**config.mk**
```make
export PLATFORM = sky130hd
export DESIGN_NAME = fv_sb_wolper_mc
export DESIGN_NICKNAME = d
export VERILOG_FILES = /design/src/rtl/fv_sb_wolper_mc.sv
export SDC_FILE = /design/constraint.sdc
export NUM_CORES = 1
export LEC_CHECK = 0
export ABC_AREA = 1
export CORE_ASPECT_RATIO = 1.4
export CORE_MARGIN = 2
export CORE_UTILIZATION = 40
export DETAILED_ROUTE_END_ITERATION = 8
export SYNTH_ARGS = -nofsm -noshare
export SYNTH_HDL_FRONTEND = slang
export SYNTH_SLANG_ARGS = --single-unit
```
**constraint.sdc**
```tcl
create_clock -name clk -period 1.8 [get_ports clk]
set_clock_uncertainty 0.2 [all_clocks]
set_input_delay 0.45 -clock clk [delete_from_list [all_inputs] [get_ports clk]]
set_output_delay 0.45 -clock clk [all_outputs]
set_load 0.005 [all_outputs]
```
**src/rtl/fv_sb_wolper_mc.sv**
```systemverilog
// fv_sb_wolper_mc: scoreboard monitor for two tracked symbols (A, B) moving
// through NCH push/pop channel pairs. Each symbol runs its own
// IDLE -> IN_FLIGHT -> DONE tracker; violations latch into sticky flags.
// Optional macro FV_SB_WOLPER_ASSERT_EN compiles in formal properties.

// Per-symbol tracker: decodes channel hits for one symbol, keeps its state
// and latency counter, and reports which flag conditions fire this cycle.
module fv_sb_wolper_trk #(
    parameter int DWIDTH  = 4,
    parameter int NCH     = 2,
    parameter int MAX_LAT = 16,
    parameter int SCW     = 1
) (
    input  logic                  clk,
    input  logic                  rst,
    input  logic [DWIDTH-1:0]     sym,
    input  logic [SCW-1:0]        sym_ch,
    input  logic [NCH-1:0]        push_valid,
    input  logic [NCH*DWIDTH-1:0] push_data,
    input  logic [NCH-1:0]        pop_valid,
    input  logic [NCH*DWIDTH-1:0] pop_data,
    output logic                  in_flight,
    output logic                  push_ok,
    output logic                  pop_ok,
    output logic                  pop_other,
    output logic                  set_causality,
    output logic                  set_dup,
    output logic                  set_latency,
    output logic                  set_env
);
    typedef enum logic [1:0] {S_IDLE, S_FLIGHT, S_DONE} st_t;

    st_t        st;
    logic [7:0] lat;
    logic       push_hit, push_other, pop_hit;

    // Split every strobe carrying this symbol into "on sym_ch" and "elsewhere".
    always_comb begin
        push_hit   = 1'b0;
        push_other = 1'b0;
        pop_hit    = 1'b0;
        pop_other  = 1'b0;
        for (int i = 0; i < NCH; i++) begin
            if (push_valid[i] && push_data[i*DWIDTH +: DWIDTH] == sym) begin
                if (i == int'(sym_ch)) push_hit = 1'b1;
                else                   push_other = 1'b1;
            end
            if (pop_valid[i] && pop_data[i*DWIDTH +: DWIDTH] == sym) begin
                if (i == int'(sym_ch)) pop_hit = 1'b1;
                else                   pop_other = 1'b1;
            end
        end
    end

    // State and latency counter; a pop in the push cycle sees IDLE and so
    // never completes the transfer.
    always_ff @(posedge clk) begin
        if (rst) begin
            st  <= S_IDLE;
            lat <= 8'd0;
        end else begin
            case (st)
                S_IDLE: if (push_hit) begin
                    st  <= S_FLIGHT;
                    lat <= 8'd0;
                end
                S_FLIGHT: begin
                    if (pop_hit)           st  <= S_DONE;
                    else if (lat != 8'hFF) lat <= lat + 8'd1;
                end
                default: st <= S_DONE;
            endcase
        end
    end

    // Flag conditions for this cycle; the top latches them.
    always_comb begin
        in_flight     = (st == S_FLIGHT);
        push_ok       = push_hit && (st == S_IDLE);
        pop_ok        = pop_hit && (st == S_FLIGHT);
        set_causality = pop_hit && (st == S_IDLE);
        set_dup       = pop_hit && (st == S_DONE);
        set_latency   = (st == S_FLIGHT) && !pop_hit && (lat >= 8'(MAX_LAT));
        set_env       = push_other || (push_hit && st != S_IDLE);
    end
endmodule

module fv_sb_wolper_mc #(
    parameter int DWIDTH  = 4,
    parameter int NCH     = 2,
    parameter int MAX_LAT = 16,
    parameter int ORDERED = 1,
    parameter int SCW     = (NCH > 1) ? $clog2(NCH) : 1
) (
    input  logic                  clk,
    input  logic                  rst,
    input  logic [NCH-1:0]        push_valid,
    input  logic [NCH*DWIDTH-1:0] push_data,
    input  logic [NCH-1:0]        pop_valid,
    input  logic [NCH*DWIDTH-1:0] pop_data,
    input  logic [DWIDTH-1:0]     sym_a,
    input  logic [DWIDTH-1:0]     sym_b,
    input  logic [SCW-1:0]        sym_ch,
    output logic                  err_causality,
    output logic                  err_dup,
    output logic                  err_latency,
    output logic                  err_order,
    output logic                  err_route,
    output logic                  err_env,
    output logic                  err_any,
    output logic                  busy
);
    // Index 0 tracks A, index 1 tracks B.
    logic [1:0][DWIDTH-1:0] syms;
    logic [1:0] in_flight, push_ok, pop_ok, pop_other;
    logic [1:0] set_causality, set_dup, set_latency, set_env;
    logic       b_after_a, order_set;
    logic       unused_a_hits;

    assign syms = {sym_b, sym_a};

    for (genvar k = 0; k < 2; k++) begin : g_trk
        fv_sb_wolper_trk #(
            .DWIDTH (DWIDTH),
            .NCH    (NCH),
            .MAX_LAT(MAX_LAT),
            .SCW    (SCW)
        ) u_trk (
            .clk          (clk),
            .rst          (rst),
            .sym          (syms[k]),
            .sym_ch       (sym_ch),
            .push_valid   (push_valid),
            .push_data    (push_data),
            .pop_valid    (pop_valid),
            .pop_data     (pop_data),
            .in_flight    (in_flight[k]),
            .push_ok      (push_ok[k]),
            .pop_ok       (pop_ok[k]),
            .pop_other    (pop_other[k]),
            .set_causality(set_causality[k]),
            .set_dup      (set_dup[k]),
            .set_latency  (set_latency[k]),
            .set_env      (set_env[k])
        );
    end

    // Order only depends on B's legal push/pop; A's pulses are not needed.
    assign unused_a_hits = ^{push_ok[0], pop_ok[0]};

    // Remember whether B's push landed while A was already in flight,
    // i.e. A was pushed in a strictly earlier cycle.
    always_ff @(posedge clk) begin
        if (rst)             b_after_a <= 1'b0;
        else if (push_ok[1]) b_after_a <= in_flight[0];
    end

    assign order_set = pop_ok[1] && in_flight[0] && b_after_a;

    // Sticky error flags, cleared only by reset.
    always_ff @(posedge clk) begin
        if (rst) begin
            err_causality <= 1'b0;
            err_dup       <= 1'b0;
            err_latency   <= 1'b0;
            err_order     <= 1'b0;
            err_route     <= 1'b0;
            err_env       <= 1'b0;
        end else begin
            if (|set_causality) err_causality <= 1'b1;
            if (|set_dup)       err_dup       <= 1'b1;
            if (|set_latency)   err_latency   <= 1'b1;
            if (|pop_other)     err_route     <= 1'b1;
            if (|set_env)       err_env       <= 1'b1;
            if (ORDERED != 0 && order_set) err_order <= 1'b1;
        end
    end

    // Summary outputs straight from registered state.
    always_comb begin
        busy    = |in_flight;
        err_any = err_causality | err_dup | err_latency | err_order | err_route | err_env;
    end

`ifdef FV_SB_WOLPER_ASSERT_EN
    asm_stable: assume property (@(posedge clk) disable iff (rst)
        $stable(sym_a) && $stable(sym_b) && $stable(sym_ch));
    asm_env: assume property (@(posedge clk) disable iff (rst) set_env == 2'b00);
    ast_causality: assert property (@(posedge clk) disable iff (rst) !err_causality);
    ast_dup:       assert property (@(posedge clk) disable iff (rst) !err_dup);
    ast_latency:   assert property (@(posedge clk) disable iff (rst) !err_latency);
    ast_order:     assert property (@(posedge clk) disable iff (rst) !err_order);
    ast_route:     assert property (@(posedge clk) disable iff (rst) !err_route);
    for (genvar k = 0; k < 2; k++) begin : g_live
        cov_done: cover property (@(posedge clk) disable iff (rst)
            push_ok[k] ##1 s_eventually !in_flight[k]);
    end
`else
    // Property-free build: flag logic above is identical either way.
`endif
endmodule

```
# == Yosys cells after proc, flatten, opt, wreduce, memory -nomap -nowiden ==
# Index checks and enable logic that the tools add are counted.
# totals
inputBits,31
rom_bits,0
ram_bits,0
ff_bits,27
word_cells,124
mem_count,0
latch_bits,0
# classes
bitwise,5
add_sub_neg,2
mul,0
div,0
order_cmp,2
n_mux,40
shifts,0
eq_ne,22
n_reduce_logical,42
# op_table
operator,n
2-to-1 mux 8 bit,6
== test 4 bit,8
one-hot mux 8 bit (2 select lines),2
2-to-1 mux 1 bit,26
logical AND 1 bit,22
"adder 8 x 1 -> 8 bit, second input constant",2
">= comparator 8 x 5 -> 1 bit, second input constant",2
"inequality test 8 bit, second input constant",2
"inequality test 2 bit, second input constant",6
OR reduction 2 bit,6
2-to-1 mux 2 bit,4
one-hot mux 2 bit (2 select lines),2
AND reduction 4 bit,2
nonzero test 2 bit,4
OR 1 bit,5
"== test 2 x 1 -> 1 bit, second input constant",2
"== test 2 bit, second input constant",2
zero test 2 bit,2
"inequality test 2 x 1 -> 1 bit, second input constant",2
AND reduction 2 bit,2
zero test 1 bit,2
logical OR 1 bit,2

# == Logic depth before layout (Yosys ltp) ==
# Gate-level depths: netlist of run 1.
# depth
ltp_word,9
ltp_mapped,12
mapped_depth_nobuf,12

# == Cells and area by module ==
# A second synthesis of run 1 with hierarchy kept.
# hier_totals
hier_cells,387
hier_area_um2,2401.1
# by_module_without_submodules
mod,area_each_um2,cells_each,seq_area_each_um2,n_inst
fv_sb_wolper_trk,1072.3,177,200.2,2
fv_sb_wolper_mc,256.5,33,140.1,1

# == Least setup slack after synthesis of run 1 ==
# OpenSTA, ideal clock, no wires.
# synth_path
kind,input to register
startpoint,in sym_b[0]
endpoint,reg err_latency
arrival_time_ns,1.384
required_time_ns,1.485
setup_time_ns,0.115
path_buffers,1
stages,11
setup_slack_ns,0.100
path_cell_list,clkbuf_2 > nand2_1 > o21ai_0 > nor2_1 > nand3_1 > nand2_1 > nand2_1 > nand3_1 > nand2_1 > o21ai_0 > inv_1
# synth_via
elab_chain_cells,9
# synth_rtl
item,line_no,text
"start, declared",102,"input logic [DWIDTH-1:0] sym_b,"
== test 4 bit,48,if (pop_valid[i] && pop_data[i*DWIDTH +: DWIDTH] == sym) begin
logical AND 1 bit,48,
2-to-1 mux 1 bit,48,
2-to-1 mux 1 bit,49,if (i == int'(sym_ch)) pop_hit = 1'b1;
2-to-1 mux 1 bit (*),48,
zero test 1 bit (*),83,set_latency = (st == S_FLIGHT) && !pop_hit && (lat >= 8'(MAX_LAT));
logical AND 1 bit (*) (2 in series),83,
OR reduction 2 bit (*),172,if (|set_latency) err_latency <= 1'b1;
"end signal, assigned",165,err_latency <= 1'b0;
"end signal, assigned",172,
"end, declared",106,"output logic err_latency,"
# Mark *: on every way between the ends. The rest lies on a longest branch, timed or not.
# A chain may end at the register's enable or synchronous reset.

# == Worst setup path in the final report of run 1 ==
# layout_path
startpoint,reg err_route
endpoint,out err_route
# layout_lines
item,line_no,text
"start, declared",108,"output logic err_route,"
"start signal, assigned",167,err_route <= 1'b0;
"start signal, assigned",173,if (|pop_other) err_route <= 1'b1;
# No word-level cell between the ends.

==> metrics.cfg, run 1 <==
[outcome]
status = complete, no violations

[die]
dieArea_um2 = 5720
coreArea_um2 = 4880
start_util_pct = 42.0
ios = 39
fp.dieW_um = 64.5
rows = 30
die_h_um = 88.7

[route]
first_pass_iters = 4
drc = 0
viasPerCell = 4.86
drt_iter0_markers = 109
drt-total-wl_mm = 6.04
wire_per_inst_um = 12.0
ant_nets = 0
vias = 2447

[cts]
cts-htree-levels = 1
cts-hold-fix-buffers = 0
clk_latency_ps = 290
cts-root-buf = clkbuf_8
clockBufferDepth = 2
clk_pin_slew_ps = 110
cts_tree = done
cts_inserted_buffers = 3
cts_sinks = 27

[setup_path]
critPathArrivalTime_ps = 1110
crit_path_cell_trace = clkdlybuf4s50_1
worstSetupStartpointType = flop
critPathCaptureType = output pin
r2r_slack_ps = 90
criticalPathCategory = flop to output pin
worst-path-buf-inv = 1
crit_fanout = 2
crit_slowest_cell = clkdlybuf4s50_1
max_stage_delay_ps = 490
required_ps = 1150
cp_top_family = buffers and inverters

[placed_design]
place_area_um2 = 2740
io_buffers = 38
finalWeightedCongestion = 0.865
dpl.hpwl_mm = 4.53
dp_cells = 484

[power_and_ir_drop]
power_density_nw_per_um2 = 550
ir_drop_mv = 0.326
p_leak_nw = 1.49

[global_route]
grt_pass1_vias = 2329
antenna_found_initial = 0
grt_start_max_net_pins = 17
grt_overflow = 0
grt.total_usage_pct = 21.9
grt_pass1_wl_mm = 9.83

[sta]
period_share_pct = 98.0
finalSetupViolCount = 0
rsz0062_at_grt = true
slew_violations = 0
finalHoldViolations = 0
fin_crit_ps = 1760
worst_slew_pin_slew_ps = 588
finalSetupTns_ps = 0
max-slew-margin-rel_pct = 60.7
fmax_mhz = 567

[synthesis]
synth-seq-cells = 27
avgSynthCellArea_um2 = 5.80
postSynthCellCount = 353
ys_seq_area_share_pct = 26.4
ys_types = 26
synth_nets = 388
ys_warn_count = 0
synth.top_cells.by_area = dfxtp_1 (26%), nand2_1 (17%), nor2_1 (11%), inv_1 (8.8%), nand3_1 (6.4%)
synthesis.area_um2 = 2050
yosys.area.top_type = dfxtp_1
synth_top_area_share_pct = 26.4

[finish]
final_cells = 503
nNetsFinal = 475
fin_area_um2 = 3090
fill_cells = 506
drive_above_1_share_pct = 33.7
diodes = 0
syn2layout_area_growth_pct = 50.9

[min_path]
hold_class = flop to flop

[run]
drv_cap = 0

## state kept, by name, indices dropped and copies added (netlist names)
signal / cells
err_causality: 1
err_dup: 1
g_trk.u_trk.lat: 16
b_after_a: 1
err_latency: 1
err_route: 1
g_trk.u_trk.st: 4
err_order: 1
err_env: 1
## Yosys cell counts
master,instances
inv_2,6
nor2_1,59
clkbuf_2,2
nand3_1,26
nor4_1,1
xor2_1,1
inv_1,48
nor2_4,1
a21oi_1,22
ha_1,4
clkbuf_1,1
nor2_2,4
o21ai_0,25
xnor2_1,5
nand3_4,2
a31oi_1,1
buf_4,1
dfxtp_1,27
buf_2,1
nand3b_1,3
nand2_1,92
nor3_1,5
nand4_1,10
nand3_2,3
nand2_2,2
o21a_1,1
## routing by layer
layer	wire, um	global-route usage [%]
met1	2310	20.9
met2	3470	46.8
met3	120	1.40
met4	139	9.67
met5	0	0
## layout by cell type, fill, tap and decap left out, types with 4 or more instances in the layout
| cell type | netlist | routed |
|---|---|---|
| nand3_1 | 26 | 19 |
| o21ai_1 | 0 | 9 |
| a21oi_1 | 22 | 18 |
| nor3_1 | 5 | 4 |
| nand3_4 | 2 | 6 |
| inv_2 | 6 | 12 |
| nand3_2 | 3 | 7 |
| o21ai_0 | 25 | 12 |
| inv_1 | 48 | 40 |
| nand2_2 | 2 | 12 |
| nand2_1 | 92 | 80 |
| buf_4 | 1 | 46 |
| dfxtp_1 | 27 | 15 |
| a21oi_2 | 0 | 4 |
| o21ai_2 | 0 | 4 |
| clkbuf_2 | 2 | 10 |
| dfxtp_2 | 0 | 12 |
| nor2_1 | 59 | 46 |
| dlygate4sd2_1 | 0 | 21 |
| nand4_1 | 10 | 10 |
| nor2_4 | 1 | 4 |
| nor2_2 | 4 | 14 |
## cell type report
| type | count | area (um2) | share of cell area [%] |
|---|---|---|---|
| multi-input combinational | 269 | 1530 | 49.6 |
| clock buffer | 3 | 41.3 | 1.34 |
| clock inverter | 1 | 7.51 | 0.243 |
| sequential | 27 | 556 | 18.0 |
| inverter | 54 | 213 | 6.88 |
| tap | 64 | 80.1 | 2.59 |
| timing repair buffer | 85 | 661 | 21.4 |
## metrics by stage
step | total power, mW | worst slack [ps] | utilization, % | hold slack (ps)
finish | 1.70 | 35.3 | 63.4 | 283
CTS | 1.64 | 3.24 | 59.7 | 291
global placement | 1.24 | -623 | 56.1 | 278
detailed placement | 1.25 | -632 | 56.1 | 275
floorplan | 0.988 | 100 | - | 257
global route | 1.80 | -60.7 | 63.4 | 316
## cell families after synthesis
logic type,share of synthesized area [%]
buffers and inverters,11.2
AOI/OAI and AO/OA,12.2
adders and majority gates,2.44
DFF,26.4
and+or+nand+nor,45.3
xor gates and xnor gates,2.57
## power breakdown
group	leakage (nW)	switching (mW)	total (mW)	internal (mW)
clock	0.0217	0.212	0.369	0.158
sequential	0.225	0.0394	0.687	0.647
combinational	1.24	0.369	0.644	0.275
## path summary, 6_finish.rpt
kind	from	endpoint	cells past startpoint
worst min-delay path	err_order	err_order	2
worst max-delay path	err_route	err_route	1
worst min register to register	err_order	err_order	2
worst max register to register	g_trk[1].u_trk.lat[0]	g_trk[1].u_trk.lat[3]	12
## what timing repair did
action / 4_1_cts / 5_1_grt
setup endpoints to repair: 32 / 31
cloned: 2 / 0
pin swaps: 31 / 34
resized for setup: 78 / 78
endpoints found under the hold margin: 0 / 0
buffers inserted: 7 / 6
No activity file was read; power rests on OpenSTA's default activity.
==> inputs of run 2 (changes only) <==
--- a/config.mk
+++ b/config.mk
@@ -9,7 +9,9 @@
 export CORE_ASPECT_RATIO = 1.4
 export CORE_MARGIN = 2
 export CORE_UTILIZATION = 40
+export CTS_CLUSTER_DIAMETER = 50
 export DETAILED_ROUTE_END_ITERATION = 8
+export HOLD_SLACK_MARGIN = 0.15
 export SYNTH_ARGS = -nofsm -noshare
 export SYNTH_HDL_FRONTEND = slang
 export SYNTH_SLANG_ARGS = --single-unit
==> results of run 2 <==
No change in the layout: final DEF, timing and power equal those of run 1.
